[src/rtl/sub_pkg.sv]
// Shared types and helpers for the bit-serial subtractor controller.
package sub_pkg;

  typedef enum logic [1:0] {
    StIdle,
    StRun,
    StDone
  } state_e;

  localparam int unsigned DefaultWidth = 8;

  // Bit counter must be at least one bit wide, even for WIDTH=1.
  function automatic int unsigned cnt_width(int unsigned w);
    return (w <= 1) ? 1 : $clog2(w);
  endfunction

endpackage

[src/rtl/full_subtractor.sv]
// One-bit full subtractor cell: diff = a - b - bin, bout = borrow out.
module full_subtractor (
  input  logic a_i,
  input  logic b_i,
  input  logic bin_i,
  output logic diff_o,
  output logic bout_o
);

  assign diff_o = a_i ^ b_i ^ bin_i;
  assign bout_o = (~a_i & b_i) | (~(a_i ^ b_i) & bin_i);

endmodule

[src/rtl/serial_subtractor_ctrl.sv]
// Bit-serial WIDTH-bit subtractor: one full_subtractor cell stepped LSB first,
// with a start/ready/done handshake.
module serial_subtractor_ctrl
  import sub_pkg::*;
#(
  parameter int unsigned WIDTH = DefaultWidth
) (
  input  logic             clk,
  input  logic             rst,
  input  logic             start,
  input  logic [WIDTH-1:0] a,
  input  logic [WIDTH-1:0] b,
  input  logic             bin,
  output logic             ready,
  output logic             busy,
  output logic             done,
  output logic [WIDTH-1:0] diff,
  output logic             bout
);

  localparam int unsigned CntW = cnt_width(WIDTH);
  localparam logic [CntW-1:0] LastBit = CntW'(WIDTH - 1);

  state_e           state_q;
  logic [WIDTH-1:0] a_q, b_q, part_q, part_d;
  logic [CntW-1:0]  cnt_q;
  logic             borrow_q;
  logic [WIDTH-1:0] diff_q;
  logic             bout_q;
  logic             cell_diff, cell_bout;

  full_subtractor u_cell (
    .a_i    (a_q[0]),
    .b_i    (b_q[0]),
    .bin_i  (borrow_q),
    .diff_o (cell_diff),
    .bout_o (cell_bout)
  );

  // Cell output enters at the MSB so the last bit processed lands in place.
  if (WIDTH > 1) begin : g_part_wide
    assign part_d = {cell_diff, part_q[WIDTH-1:1]};
  end else begin : g_part_one
    assign part_d = cell_diff;
  end

  always_ff @(posedge clk) begin
    if (rst) begin
      state_q  <= StIdle;
      a_q      <= '0;
      b_q      <= '0;
      part_q   <= '0;
      cnt_q    <= '0;
      borrow_q <= 1'b0;
      diff_q   <= '0;
      bout_q   <= 1'b0;
    end else begin
      unique case (state_q)
        StIdle: begin
          if (start) begin
            state_q  <= StRun;
            a_q      <= a;
            b_q      <= b;
            borrow_q <= bin;
            part_q   <= '0;
            cnt_q    <= '0;
          end
        end
        StRun: begin
          a_q      <= a_q >> 1;
          b_q      <= b_q >> 1;
          part_q   <= part_d;
          borrow_q <= cell_bout;
          cnt_q    <= cnt_q + CntW'(1);
          if (cnt_q == LastBit) begin
            state_q <= StDone;
            diff_q  <= part_d;
            bout_q  <= cell_bout;
          end
        end
        StDone: state_q <= StIdle;
        default: state_q <= StIdle;
      endcase
    end
  end

  assign ready = (state_q == StIdle);
  assign busy  = (state_q == StRun) || (state_q == StDone);
  assign done  = (state_q == StDone);
  assign diff  = diff_q;
  assign bout  = bout_q;

endmodule

[config.mk]
export PLATFORM = sky130hd
export DESIGN_NAME = serial_subtractor_ctrl
export DESIGN_NICKNAME = d
export VERILOG_FILES = /design/src/rtl/sub_pkg.sv /design/src/rtl/full_subtractor.sv /design/src/rtl/serial_subtractor_ctrl.sv
export SDC_FILE = /design/constraint.sdc
export NUM_CORES = 1
export LEC_CHECK = 0
export CAP_MARGIN = 15
export CORE_MARGIN = 8
export CORE_UTILIZATION = 55
export CTS_BUF_LIST = sky130_fd_sc_hd__clkbuf_16
export CTS_CLUSTER_SIZE = 24
export DETAILED_ROUTE_END_ITERATION = 16
export HOLD_SLACK_MARGIN = 0.06
export PLACE_DENSITY = 0.91
export REMOVE_ABC_BUFFERS = 1
export SYNTH_ARGS = -nofsm -noshare
export SYNTH_HDL_FRONTEND = slang
export SYNTH_HIERARCHICAL = 1
export SYNTH_SLANG_ARGS = --single-unit
[constraint.sdc]
create_clock -name clk -period 2.3 [get_ports clk]
set_input_delay 0.46 -clock clk [delete_from_list [all_inputs] [get_ports clk]]
set_output_delay 0.46 -clock clk [all_outputs]
set_load 0.01 [all_outputs]
Word level (Yosys, flattened, before mapping)
Index checks and enable logic that the tools add are counted.
{ "classes": {"addsub": 1, "n_eq_ne": 5, "muxes": 13, "n_bitwise": 7, "n_reduce_logical": 6} }
{ "op_table": {"columns": ["op", "n"], "rows": [
  ["one-hot mux 8 bit (2 select lines)", 3],
  ["two-way mux 8 bit", 3],
  ["one-hot mux 3 bit (2 select lines)", 1],
  ["AND reduction 2 bit", 3],
  ["two-way mux 2 bit", 2],
  ["inequality test 2 bit (second input constant)", 2],
  ["one-hot mux 2 bit (2 select lines)", 1],
  ["adder 3 x 1 -> 3 bit (second input constant)", 1],
  ["equality test 3 bit (second input constant)", 1],
  ["two-way mux 3 bit", 1],
  ["AND 1 bit", 2],
  ["equality test 2 x 1 -> 1 bit (second input constant)", 1],
  ["equality test 2 bit (second input constant)", 1],
  ["zero test 2 bit", 1],
  ["NOT 1 bit", 2],
  ["one-hot mux 1 bit (2 select lines)", 1],
  ["nonzero test 2 bit", 1],
  ["XOR 1 bit", 2],
  ["logical OR 1 bit", 1],
  ["two-way mux 1 bit", 1],
  ["bitwise OR 1 bit", 1]
]} }
{ "word_totals": {"regBits": 39, "input_bits": 20, "output_inout_bits": 12} }

Logic depth before layout (Yosys ltp)
{ "depth": {"ltp_word": 5, "ltp_mapped": 7} }

Cells and area by module
The synthesis kept the hierarchy.
{ "modules_own_cells": {"columns": ["module", "n_inst", "cells_per_inst", "area_per_inst_um2", "seq_area_each_um2"], "rows": [
  ["serial_subtractor_ctrl", 1, 170, 1750.4, 760.7],
  ["full_subtractor", 1, 4, 31.3, 0.0]
]} }

Worst setup path after synthesis
Ideal clock, no wire load.
{ "synth_timing": {"path_kind": "reg2reg", "from": "register state_q[0]", "to": "register a_q[0]", "setup_ps": 144, "t_arrival_ps": 1317, "required_ps": 2156, "setup_slack_ps": 839, "stages_incl_launch_ff": 7, "path_buffers": 1, "period_less_slack_ps": 1461, "path_cell_list": "dfxtp_1 > inv_1 > ha_1 > mux2_4 > buf_12 > nor2_2 > a211oi_2"} }
{ "synth_via": {"elab_chain_len": 3, "word_cells_on_any_way": 6, "cone_classes": "eq/ne (2); mux (1); reduce/logical (3)"} }
{ "synth_lines": {"columns": ["item", "line_no", "rtl"], "rows": [
  ["start: declaration", "serial_subtractor_ctrl.sv:24", "state_e state_q;"],
  ["start signal: assignment", "serial_subtractor_ctrl.sv:49", "state_q <= StIdle;"],
  ["start signal: assignment", "serial_subtractor_ctrl.sv:61", "state_q <= StRun;"],
  ["start signal: assignment", "serial_subtractor_ctrl.sv:76", "state_q <= StDone;"],
  ["zero test 2 bit *", null, null],
  ["net ready", "serial_subtractor_ctrl.sv:14", "output logic ready,"],
  ["inequality test 2 bit (no source line) or nonzero test 2 bit (tied branches)", null, null],
  ["AND reduction 2 bit (no source line)", null, null],
  ["end signal: assignment", "serial_subtractor_ctrl.sv:70", "a_q <= a_q >> 1;"],
  ["end: declaration", "serial_subtractor_ctrl.sv:25", "logic [WIDTH-1:0] a_q, b_q, part_q, part_d;"]
]} }
The timed path passes the listed nets; every way through them passes the cells marked *.
A chain may end at the register's enable or synchronous reset.

Worst setup path in the final report
{ "layout_timing": {"from": "register state_q[1]", "to": "output ready"} }
{ "layout_via": {"elab_chain_len": 1} }
{ "layout_lines": {"columns": ["item", "line_no", "rtl"], "rows": [
  ["zero test 2 bit", "serial_subtractor_ctrl.sv:87", "assign ready = (state_q == StIdle);"],
  ["end: declaration", "serial_subtractor_ctrl.sv:14", null]
]} }
No other way between the ends.

==> impl_results.md <==
* Tmin final at 2010 ps
* Max-slew headroom at 0.691
* Count leader, synth: dfxtp_1
* Share of layout cells above drive strength 1 at 0.202
* Largest net degree at the start of global routing at 33
* Vias per cell at 5.34
* Max_cap viols at 0
* Worst vdd ir at 0.443 mV
* Clock Pin Slew Worst Setup and Hold Paths at 50 ps
* Kind of start point of the critical path: flop
* Post-CTS Setup Bufs at 0
* DIE AREA at 5320 µm²
* GRT met2 Usage at 0.259
* Outcome: finished clean
* Top FF cell, synth: dfxtp_1
* Dpl cells at 239
* LEAKAGE at 0.785 nW
* Fin cells at 247
* FF-to-FF setup slack at 670 ps
* First-pass GRT wire length at 5980 µm
* Area of the multi-input gates at 865 µm²
* Total global routing overflow at 0
* Mapped Area at 1780 µm²
* Gr usage total at 0.143
* Longest Clk Path Bufs at 2
* Leading area contributor after synthesis: dfxtp_1
* Remaining DRCs at 0
* Post-synth top area share at 0.427
* Initial antenna violation count at 0
* ANT nets after route at 0
* Clk_lat worst skew at 280 ps
* Crit end category: primary output
* M3 GR Usage at 0.0604
* CP required at 1840 ps
* Worst setup path startpoint: state_q[1]
* Syn avg cell area at 10.2 µm²
* Hold Buf Count CTS at 0
* Hpwl dp at 2570 µm
* R2r startpoint: state_q[0]
* Drt first pass iters at 4
* Final worst-path setup slack at 290 ps
* Critical Path Fanout Max at 5
* Global routing usage on met1 at 0.137
* RSZ-0062 raised after global routing: false
* Post-synth ARST share at 0
* H-Tree Level Count at 2
* # setup viols final at 0
* Die height at 72.9 µm
* Clock Sinks at 38
* TritonCTS clock tree: yes
* Die width at 72.9 µm
* CP Data Arrival Time at 1550 ps
* Pre-CTS setup slack at 423 ps
* Top cells by area, synth: dfxtp_1, a211oi_2, mux2i_1
* Port Buf Inserts at 31
* Number of flops mapped to enable cells by yosys at 0
* Post-Synthesis Cells at 174
* CTS Buf Count at 5
* Wire length per cell at 14.1 µm
* Synth Register Bits at 38
* Critical path type: reg2out
* IO Pins at 32
* Hold WC Path Type: reg2reg
* Initial core utilization at 0.579
* Worst Tran Pin Value at 464 ps
* Hold Violations, Final at 0
* Number of global-route vias before repair at 1,380
* Nets at 228
* Max Clock Skew at 5.72 ps
* Rows at 20
* Final max-slew violation count at 0
* Final wirelength at 3490 µm
* Root Driver: clkbuf_16
* Post-synth top cells: dfxtp_1, mux2i_1, a211oi_2, a21oi_1
* Pwr per Cell Area at 753 nW/µm²
* Area Overhead vs Synth at 23.0%
* Netlist cell types at 24
* Seq/Total Area, Yosys at 0.427
* CTS resizes at 0
* Layout filler cell count at 245
* Iteration-0 DRC Markers at 104
* YS warnings at 6
* Diodes inserted at 0
* Max Freq at 497 MHz
* HP Start: diff[0]
* Vias at 1,319
* GRT Max-Usage Layer: met2
* Register area at 761 µm²
* Routability Congestion at 0.749
* Tcrit/Tclk final at 0.874
* Core Area at 3080 µm²
==> placed cells by master (no fill, tap or decap) <==
cell,count
nand3b_1,3
nand3_1,9
clkinv_2,1
clkbuf_16,5
nor2b_1,1
nor3_1,1
clkinv_1,1
a211oi_1,1
buf_4,5
mux2i_1,16
ha_1,5
mux2_4,1
clkdlybuf4s50_1,31
a32oi_1,9
a211oi_2,15
nand2_1,13
nor2_1,11
dfxtp_1,38
nand2b_1,2
a21oi_1,14
inv_1,6
fa_1,1
nor2_2,13
clkinvlp_4,1
==> final timing paths <==
check,cells after the start,to
worst max-delay path,3,ready
worst min-delay path,2,diff[0]
worst max register to register,5,a_q[6]
worst min register to register,2,diff[0]
==> worst max-delay path, stage by stage, from the launching register on <==
cell and delay, ps:
dfxtp_1 320, inv_1 90, ha_1 270, clkdlybuf4s50_1 590
==> flip-flops by register name (all words and copies together), names as in the netlist <==
name      flops
a_q           8
b_q           8
diff          8
part_q        7
cnt_q         3
state_q       2
borrow_q      1
bout          1
==> final cells by class <==
type	count	area share
multi-input cells	115	0.394
flip-flops and latches	38	0.347
repair buffers	36	0.159
clock buffers	5	0.0571
well taps	44	0.0251
inverters	6	0.0103
clock inverters	3	0.00742
==> layer usage <==
| layer | up-vias | wire (µm) |
|---|---|---|
| met5 | - | 0 |
| met4 | 0 | 44 |
| met3 | 4 | 190 |
| met2 | 27 | 1800 |
| met1 | 621 | 1460 |
| li1 | 667 | - |
==> cell families (layout without fill, tap and decap cells) <==
group	after synthesis	after routing	share of synthesized area
compound gates	39	39	0.193
flops	38	38	0.427
mux	17	17	0.0983
simple gates	53	53	0.147
buf+inv	21	50	0.0878
fa+ha+maj	6	6	0.0463
==> stage by stage <==
stage / hold slack [ps] / util / cell area (µm²) / setup TNS, ps / power (W)
finish: 456 / 0.712 / 2190 / 0 / 0.00165
global route: 480 / 0.712 / 2190 / 0 / 0.00174
CTS: 460 / 0.712 / 2190 / 0 / 0.00167
detailed placement: 452 / 0.666 / 2050 / 0 / 0.00101
global placement: 443 / 0.666 / 2050 / 0 / 0.000998
floorplan: 425 / - / 1650 / -158 / 0.000915
==> report_power, final <==
group	leakage, nW	switching (W)	internal, W	total (W)
registers	0.310	0.0000266	0.000698	0.000724
clock network	0.0672	0.000256	0.000395	0.000651
logic	0.407	0.000148	0.000128	0.000276
Note: power is estimated with default switching activity, not from simulation.
